===== src/rtl/control_sequencer_pkg.sv =====
// Shared constants for the microcode sequencer: control-word bit positions,
// opcode encodings and the default instruction step count.
package control_sequencer_pkg;

  localparam int STEPS_DEF = 5;

  localparam int B_HLT = 15;
  localparam int B_MI  = 14;
  localparam int B_RI  = 13;
  localparam int B_RO  = 12;
  localparam int B_IO  = 11;
  localparam int B_II  = 10;
  localparam int B_AI  = 9;
  localparam int B_AO  = 8;
  localparam int B_EO  = 7;
  localparam int B_SU  = 6;
  localparam int B_BI  = 5;
  localparam int B_OI  = 4;
  localparam int B_CE  = 3;
  localparam int B_CO  = 2;
  localparam int B_J   = 1;
  localparam int B_FI  = 0;

  localparam logic [3:0] OP_NOP = 4'h0;
  localparam logic [3:0] OP_LDA = 4'h1;
  localparam logic [3:0] OP_ADD = 4'h2;
  localparam logic [3:0] OP_SUB = 4'h3;
  localparam logic [3:0] OP_STA = 4'h4;
  localparam logic [3:0] OP_LDI = 4'h5;
  localparam logic [3:0] OP_JMP = 4'h6;
  localparam logic [3:0] OP_JC  = 4'h7;
  localparam logic [3:0] OP_JZ  = 4'h8;
  localparam logic [3:0] OP_OUT = 4'hE;
  localparam logic [3:0] OP_HLT = 4'hF;

  function automatic logic [15:0] cwb(input int idx);
    logic [15:0] w;
    w      = '0;
    w[idx] = 1'b1;
    return w;
  endfunction

endpackage


===== src/rtl/control_sequencer_microcode_rom.sv =====
// Combinational microcode table: {opcode, flags, step} -> raw control word
// plus a done marker on each instruction's final step.
module microcode_rom
  import control_sequencer_pkg::*;
#(
  parameter int OPW   = 4,
  parameter int STEPW = 3
) (
  input  logic [OPW-1:0]   opcode,
  input  logic             cf,
  input  logic             zf,
  input  logic [STEPW-1:0] step,
  output logic [15:0]      cw_raw,
  output logic             done
);

  logic [3:0] op;
  assign op = 4'(opcode);

  always_comb begin
    cw_raw = '0;
    done   = 1'b0;
    case (int'(step))
      0: cw_raw = cwb(B_CO) | cwb(B_MI);
      1: cw_raw = cwb(B_RO) | cwb(B_II) | cwb(B_CE);
      2: begin
        done = 1'b1;
        case (op)
          OP_LDA, OP_ADD, OP_SUB, OP_STA: begin
            cw_raw = cwb(B_IO) | cwb(B_MI);
            done   = 1'b0;
          end
          OP_LDI:  cw_raw = cwb(B_IO) | cwb(B_AI);
          OP_JMP:  cw_raw = cwb(B_IO) | cwb(B_J);
          OP_JC:   cw_raw = cf ? (cwb(B_IO) | cwb(B_J)) : '0;
          OP_JZ:   cw_raw = zf ? (cwb(B_IO) | cwb(B_J)) : '0;
          OP_OUT:  cw_raw = cwb(B_AO) | cwb(B_OI);
          OP_HLT:  cw_raw = cwb(B_HLT);
          default: cw_raw = '0;
        endcase
      end
      3: begin
        done = 1'b1;
        case (op)
          OP_LDA: cw_raw = cwb(B_RO) | cwb(B_AI);
          OP_ADD, OP_SUB: begin
            cw_raw = cwb(B_RO) | cwb(B_BI);
            done   = 1'b0;
          end
          OP_STA:  cw_raw = cwb(B_AO) | cwb(B_RI);
          default: cw_raw = '0;
        endcase
      end
      4: begin
        done = 1'b1;
        case (op)
          OP_ADD:  cw_raw = cwb(B_EO) | cwb(B_AI) | cwb(B_FI);
          OP_SUB:  cw_raw = cwb(B_EO) | cwb(B_AI) | cwb(B_SU) | cwb(B_FI);
          default: cw_raw = '0;
        endcase
      end
      // unreachable steps end the instruction so the counter can never stick
      default: done = 1'b1;
    endcase
  end

endmodule


===== src/rtl/control_sequencer.sv =====
// T-step counter and halt latch in front of the microcode ROM; a latched
// halt overrides the control word with HLT until reset.
module control_sequencer
  import control_sequencer_pkg::*;
#(
  parameter int OPW   = 4,
  parameter int STEPW = 3,
  parameter int STEPS = STEPS_DEF
) (
  input  logic             clk,
  input  logic             reset,
  input  logic             step_en,
  input  logic [OPW-1:0]   opcode,
  input  logic             cf,
  input  logic             zf,
  output logic [15:0]      cw,
  output logic [STEPW-1:0] step,
  output logic             halted
);

  logic [STEPW-1:0] step_q, step_d;
  logic             halted_q, halted_d;
  logic [15:0]      cw_raw;
  logic             done;

  microcode_rom #(.OPW(OPW), .STEPW(STEPW)) u_rom (
    .opcode (opcode),
    .cf     (cf),
    .zf     (zf),
    .step   (step_q),
    .cw_raw (cw_raw),
    .done   (done)
  );

  always_comb begin
    step_d   = step_q;
    halted_d = halted_q;
    if (step_en && !halted_q) begin
      if (cw_raw[B_HLT])
        halted_d = 1'b1;
      else if (done || step_q == STEPW'(STEPS - 1))
        step_d = '0;
      else
        step_d = step_q + 1'b1;
    end
  end

  always_ff @(posedge clk or posedge reset) begin
    if (reset) begin
      step_q   <= '0;
      halted_q <= 1'b0;
    end else begin
      step_q   <= step_d;
      halted_q <= halted_d;
    end
  end

  assign cw     = halted_q ? cwb(B_HLT) : cw_raw;
  assign step   = step_q;
  assign halted = halted_q;

endmodule

===== config.mk =====
export PLATFORM = sky130hd
export DESIGN_NAME = control_sequencer
export DESIGN_NICKNAME = d
export VERILOG_FILES = /design/src/rtl/control_sequencer_pkg.sv /design/src/rtl/control_sequencer_microcode_rom.sv /design/src/rtl/control_sequencer.sv
export SDC_FILE = /design/constraint.sdc
export NUM_CORES = 1
export LEC_CHECK = 0
export CORE_AREA = 2 2 41 43
export DETAILED_ROUTE_END_ITERATION = 10
export DIE_AREA = 0 0 43 45
export PLACE_DENSITY = 0.81
export RECOVER_POWER = 100
export SLEW_MARGIN = 20
export SYNTH_ARGS = -nofsm -noshare
export SYNTH_HDL_FRONTEND = slang
export SYNTH_SLANG_ARGS = --single-unit

===== constraint.sdc =====
create_clock -name clk -period 3.2 [get_ports clk]
set_input_delay 0.48 -clock clk [delete_from_list [all_inputs] [get_ports clk]]
set_output_delay 0.48 -clock clk [all_outputs]
set_load 0.1 [all_outputs]

Word level (Yosys, flattened, before mapping). Cells that the tools add are included.

$add $sub $neg: 1. Eq/ne operators: 14. Muxes and demuxes: 11. Bitwise logic cells: 1. Reduce and logical (&&, ||, !) cells: 9.

Operators by type and width (count): 16-bit case mux with 7 select lines (1); 16-bit case mux with 5 select lines (1); 14-bit case mux with 3 select lines (1); 12-bit 2-to-1 mux (2); 10-bit case mux with 2 select lines (1); 4-bit by 3-bit equality test with 1-bit output (second input constant) (4); 16-bit 2-to-1 mux (1); 4-bit equality test (second input constant) (3); 4-bit by 2-bit equality test with 1-bit output (second input constant) (2); 3-bit by 2-bit equality test with 1-bit output (second input constant) (2); 4-bit by 1-bit equality test with 1-bit output (second input constant) (1); 2-bit AND reduction (2); 2-bit OR reduction (2); 4-bit OR reduction (1); 3-bit by 1-bit adder with 3-bit output (second input constant) (1); 3-bit by 1-bit equality test with 1-bit output (second input constant) (1); 3-bit equality test (second input constant) (1); 3-bit zero test (1); 3-bit 2-to-1 mux (1); 1-bit case mux with 3 select lines (1); 1-bit 2-to-1 mux (2); 1-bit logical AND (1); 1-bit zero test (1); 1-bit logical OR (1); 1-bit NOT (1).

Register bits after elaboration: 4. Bits of input ports: 9. Output and inout bits: 20. Logic and storage cells: 38.

Longest topological paths before layout.
Depth after elaboration: 6. Depth in mapped cells: 6.

By module. Synthesis repeated with hierarchy kept, for this count alone.

Cell total of the unflattened synthesis: 87. Area total of the unflattened synthesis: 639.4 sq um.

By module, submodules not included: control_sequencer (instances 1, cells each 35, area each 332.8 sq um); microcode_rom (instances 1, cells each 52, area each 306.5 sq um).

Worst setup path before layout. Ideal clock, no wire load.

Path kind: reg2out. Start: register step_q[0] (netlist: step[0]). End: output cw[6]. Arrival time: 5.335 ns. Data required time: 2.720 ns. Path slack: -2.615 ns. Stages on the path, launching flop included: 6. Cells stage by stage: dfrtp_1 -> inv_1 -> ha_1 -> nand2_1 -> nor4_1 -> and2_1.

Cells in the longest elaborated chain, start to end: 3. Elaborated cells between the ends (all ways): 7.

Ends and longest elaborated chain: start: declaration (line control_sequencer.sv:21) `logic [STEPW-1:0] step_q, step_d;`; start signal: assignment (line control_sequencer.sv:53) `step_q <= step_d;`; 3-bit equality test, or another cell as far along (line control_sequencer_microcode_rom.sv:23) `case (int'(step))`; 16-bit case mux with 5 select lines (*) (line control_sequencer_microcode_rom.sv:23); 16-bit 2-to-1 mux (*) (line control_sequencer.sv:58) `assign cw = halted_q ? cwb(B_HLT) : cw_raw;`; end: declaration (line control_sequencer.sv:16) `output logic [15:0] cw,`.

Mark *: on every way between the ends. The rest lies on a longest branch, timed or not.

Final worst setup path.
Start: input opcode[2]. End: output cw[12].

Cells in the longest elaborated chain, start to end: 5. Elaborated cells between the ends (all ways): 8.

Ends and longest elaborated chain: start: declaration (line control_sequencer.sv:13) `input logic [OPW-1:0] opcode,`; 4-bit by 2-bit equality test with 1-bit output (line control_sequencer_microcode_rom.sv:44) `case (op)`; 2-bit OR reduction (line control_sequencer_microcode_rom.sv:44); 14-bit case mux with 3 select lines (*) (line control_sequencer_microcode_rom.sv:44); 16-bit case mux with 5 select lines (*) (line control_sequencer_microcode_rom.sv:23); 16-bit 2-to-1 mux (*) (line control_sequencer.sv:58).

Marked as above.

==> implementation parameters <==
Parameter                              Value

Critical path
  Source of the critical timing path    opcode[2]
  Launch instance of the worst register-to-register path    step[0]$_DFFE_PP0P_
  Number of cell instances on the worst register-to-register path    6
  Critical path data arrival time    2370 ps
  Required time of the worst setup path    2720 ps
  Crit Path Max Fanout    12
  Nature of the critical path endpoint    primary output
  Worst setup SP type    input pin
  Path type of the worst setup path    input pin to primary output

Synthesis
  Number of synthesized register bits    4
  Top cells by area in the synthesized netlist    sky130_fd_sc_hd__dfrtp_1, sky130_fd_sc_hd__ha_1, sky130_fd_sc_hd__nand2b_1
  Per-instance average area after synthesis    7.63 um2
  Library cell with the largest summed area after synthesis    sky130_fd_sc_hd__dfrtp_1
  Total of warnings raised by yosys    0
  Post-Syn Area    about 620 um2
  Gate count after technology mapping    81
  Synth cell types    33
  Net count of the mapped netlist    95
  Fraction of synthesized cell area taken by the top area cell type    0.162
  Post-synthesis sequential area ratio    0.162

Timing
  Max Clk Rate    351 MHz
  Number of setup violations in the final report    0
  Setup Total Neg Slack    0 ps
  Transition time at the pin with the least slew margin    1180 ps
  Setup repair after global routing missed its margin    false
  Worst slew margin relative to its limit    0.215
  Final hold vios    0
  Period minus WS final    about 2900 ps
  Final count of pins violating max slew    0
  Period utilisation layout    0.892
  Post-route clock skew    2.94 ps

Routing
  Vias per cell    5.41
  Total number of vias    ~670
  Mean routed wirelength per cell    12.8 um
  Post-route ant nets    0
  Final Routed Wirelength    1580 um
  DRC viols    0
  DR pass1 iterations    6
  Initial drt markers    14

Run
  Max-cap violations    0

Floorplanning
  Overall die width    43 um
  Total core area    around 1500 um2
  Total die area    1940 um2
  Starting density of the core    0.420
  Top-level port count    29
  Floorplan die height    45 um
  Rows    14

Layout
  Antenna cell count    0
  Area growth from synthesis to final layout    46.2%
  Final Instance Count excl. Fillers    123
  Share of cells above drive strength 1    0.271
  Nets    122

Clocking
  Maximum clock insertion buffer count    2
  Htree depth    1
  Num Clock Sinks    4
  Count of instances resized after the clock tree is built    0
  Inserted Clock Buffers    3
  Total of hold buffers inserted after clock tree synthesis    0
  Worst-path clk slew    40 ps
  Buffer cell driving the clock tree root    sky130_fd_sc_hd__clkbuf_4
  Post-CTS repair timing setup buffer count    0
  Insertion delay to the later sink of the worst-skew pair    about 230 ps
  TritonCTS clock tree    yes

Status
  Run status    finished clean

Min path
  Instance count along the most critical hold path    1
  Start point of the worst hold path    step[0]$_DFFE_PP0P_
  Type of the most critical hold path    register to register

Global routing
  Largest net degree at the start of global routing    13
  First-pass GRT wire length    2500 um
  Remaining Overflow, GRT    0
  Antenna violations before repair    0
  Via count of the first global-routing pass    610
  Total global-route track usage    0.175

Placement
  Placer Congestion    0.792
  Post-Place Cells    119
  Sum of net half-perimeters after detailed placement    1320 um
  IO Port Bufs    28
==> Yosys cell counts <==
library cell	count
sky130_fd_sc_hd__nor2_1	9
sky130_fd_sc_hd__inv_1	6
sky130_fd_sc_hd__nand2_1	6
sky130_fd_sc_hd__nand2b_1	6
sky130_fd_sc_hd__a21oi_1	5
sky130_fd_sc_hd__ha_1	5
sky130_fd_sc_hd__buf_2	4
sky130_fd_sc_hd__dfrtp_1	4
sky130_fd_sc_hd__and2_1	3
sky130_fd_sc_hd__o31ai_2	3
sky130_fd_sc_hd__a21o_1	2
sky130_fd_sc_hd__and3_1	2
sky130_fd_sc_hd__buf_4	2
sky130_fd_sc_hd__nor3_1	2
sky130_fd_sc_hd__o21ai_0	2
sky130_fd_sc_hd__or2_1	2
sky130_fd_sc_hd__or3_1	2
sky130_fd_sc_hd__a21bo_1	1
sky130_fd_sc_hd__a221oi_1	1
sky130_fd_sc_hd__a22oi_1	1
sky130_fd_sc_hd__a2bb2oi_1	1
sky130_fd_sc_hd__a31o_1	1
sky130_fd_sc_hd__a31oi_1	1
sky130_fd_sc_hd__and2_4	1
sky130_fd_sc_hd__and3b_1	1
sky130_fd_sc_hd__and4_1	1
sky130_fd_sc_hd__nand3b_4	1
sky130_fd_sc_hd__nand4b_1	1
sky130_fd_sc_hd__nor2b_1	1
sky130_fd_sc_hd__nor2b_2	1
sky130_fd_sc_hd__nor3b_1	1
sky130_fd_sc_hd__nor4_1	1
sky130_fd_sc_hd__o21ai_4	1
==> layout make-up <==
type / instances / area, um2
inverters: 6 / 22.5
clock buffers: 4 / 26.3
repair buffers: 28 / 246
multi-input cells: 65 / 484
well taps: 16 / 20.0
flip-flops and latches: 4 / 104
fillers: 144 / 568
==> routing by layer <==
metal,share of wire,vias up,GRT usage
met3,0.043,2,0.0320
met2,0.52,18,0.300
met5,0,-,0
met4,0.0063,0,0.115
met1,0.42,313,0.200
li1,-,332,-
==> flip-flops by register name, indices dropped and copies added (netlist names) <==
signal,cells
step,3
halted,1
==> logic make-up (layout without fill, tap and decap cells) <==
group | after synthesis | after routing | share of synthesized area
DFF | 4 | 4 | 0.162
AOI/OAI and AO/OA | 19 | 19 | 0.249
adders and majority gates | 5 | 5 | 0.101
buffers and inverters | 12 | 38 | 0.0931
and+or+nand+nor | 41 | 41 | 0.395
==> per-stage QoR <==
step	util	hold WS, ps	cell area (um2)	setup slack [ps]
final	0.614	537	903	347
after CTS	0.723	412	1060	538
after detailed placement	0.705	534	1040	530
after global routing	0.614	561	903	262
after floorplan	-	246	672	-413
after global placement	0.705	526	1040	582
==> layout by cell type (no fill, tap or decap), types with 2 or more instances in the layout <==
master	netlist	routed
sky130_fd_sc_hd__nor2_1	9	9
sky130_fd_sc_hd__clkbuf_1	0	8
sky130_fd_sc_hd__clkbuf_2	0	8
sky130_fd_sc_hd__inv_1	6	6
sky130_fd_sc_hd__nand2b_1	6	6
sky130_fd_sc_hd__nand2_1	6	6
sky130_fd_sc_hd__ha_1	5	5
sky130_fd_sc_hd__clkdlybuf4s50_1	0	5
sky130_fd_sc_hd__buf_12	0	5
sky130_fd_sc_hd__o31ai_1	0	3
sky130_fd_sc_hd__a21oi_1	5	3
sky130_fd_sc_hd__clkbuf_4	0	3
sky130_fd_sc_hd__dlygate4sd3_1	0	3
sky130_fd_sc_hd__dfrtp_2	0	3
sky130_fd_sc_hd__and3_1	2	2
sky130_fd_sc_hd__or3_1	2	2
sky130_fd_sc_hd__o21ai_0	2	2
sky130_fd_sc_hd__a21o_1	2	2
sky130_fd_sc_hd__a21oi_2	0	2
sky130_fd_sc_hd__and2_1	3	2
==> final timing paths <==
kind / endpoint / slack (ps)
setup / recovery: cw[12] / 350
hold / removal: step[0]$_DFFE_PP0P_ / 540
setup reg to reg: step[1]$_DFFE_PP0P_ / 1520
hold reg to reg: step[0]$_DFFE_PP0P_ / 540
max in group asynchronous: step[2]$_DFFE_PP0P_ / 2480
min in group asynchronous: step[0]$_DFFE_PP0P_ / 560
==> critical path, cell delays in order <==
cell	delay [ps]
sky130_fd_sc_hd__dlygate4sd3_1	700
sky130_fd_sc_hd__nand2b_1	250
sky130_fd_sc_hd__or3_1	340
sky130_fd_sc_hd__a21oi_2	140
sky130_fd_sc_hd__clkbuf_2	460
Power is not shown: default switching activity piles up to over one toggle a cycle in this logic, so the estimate is an artifact.
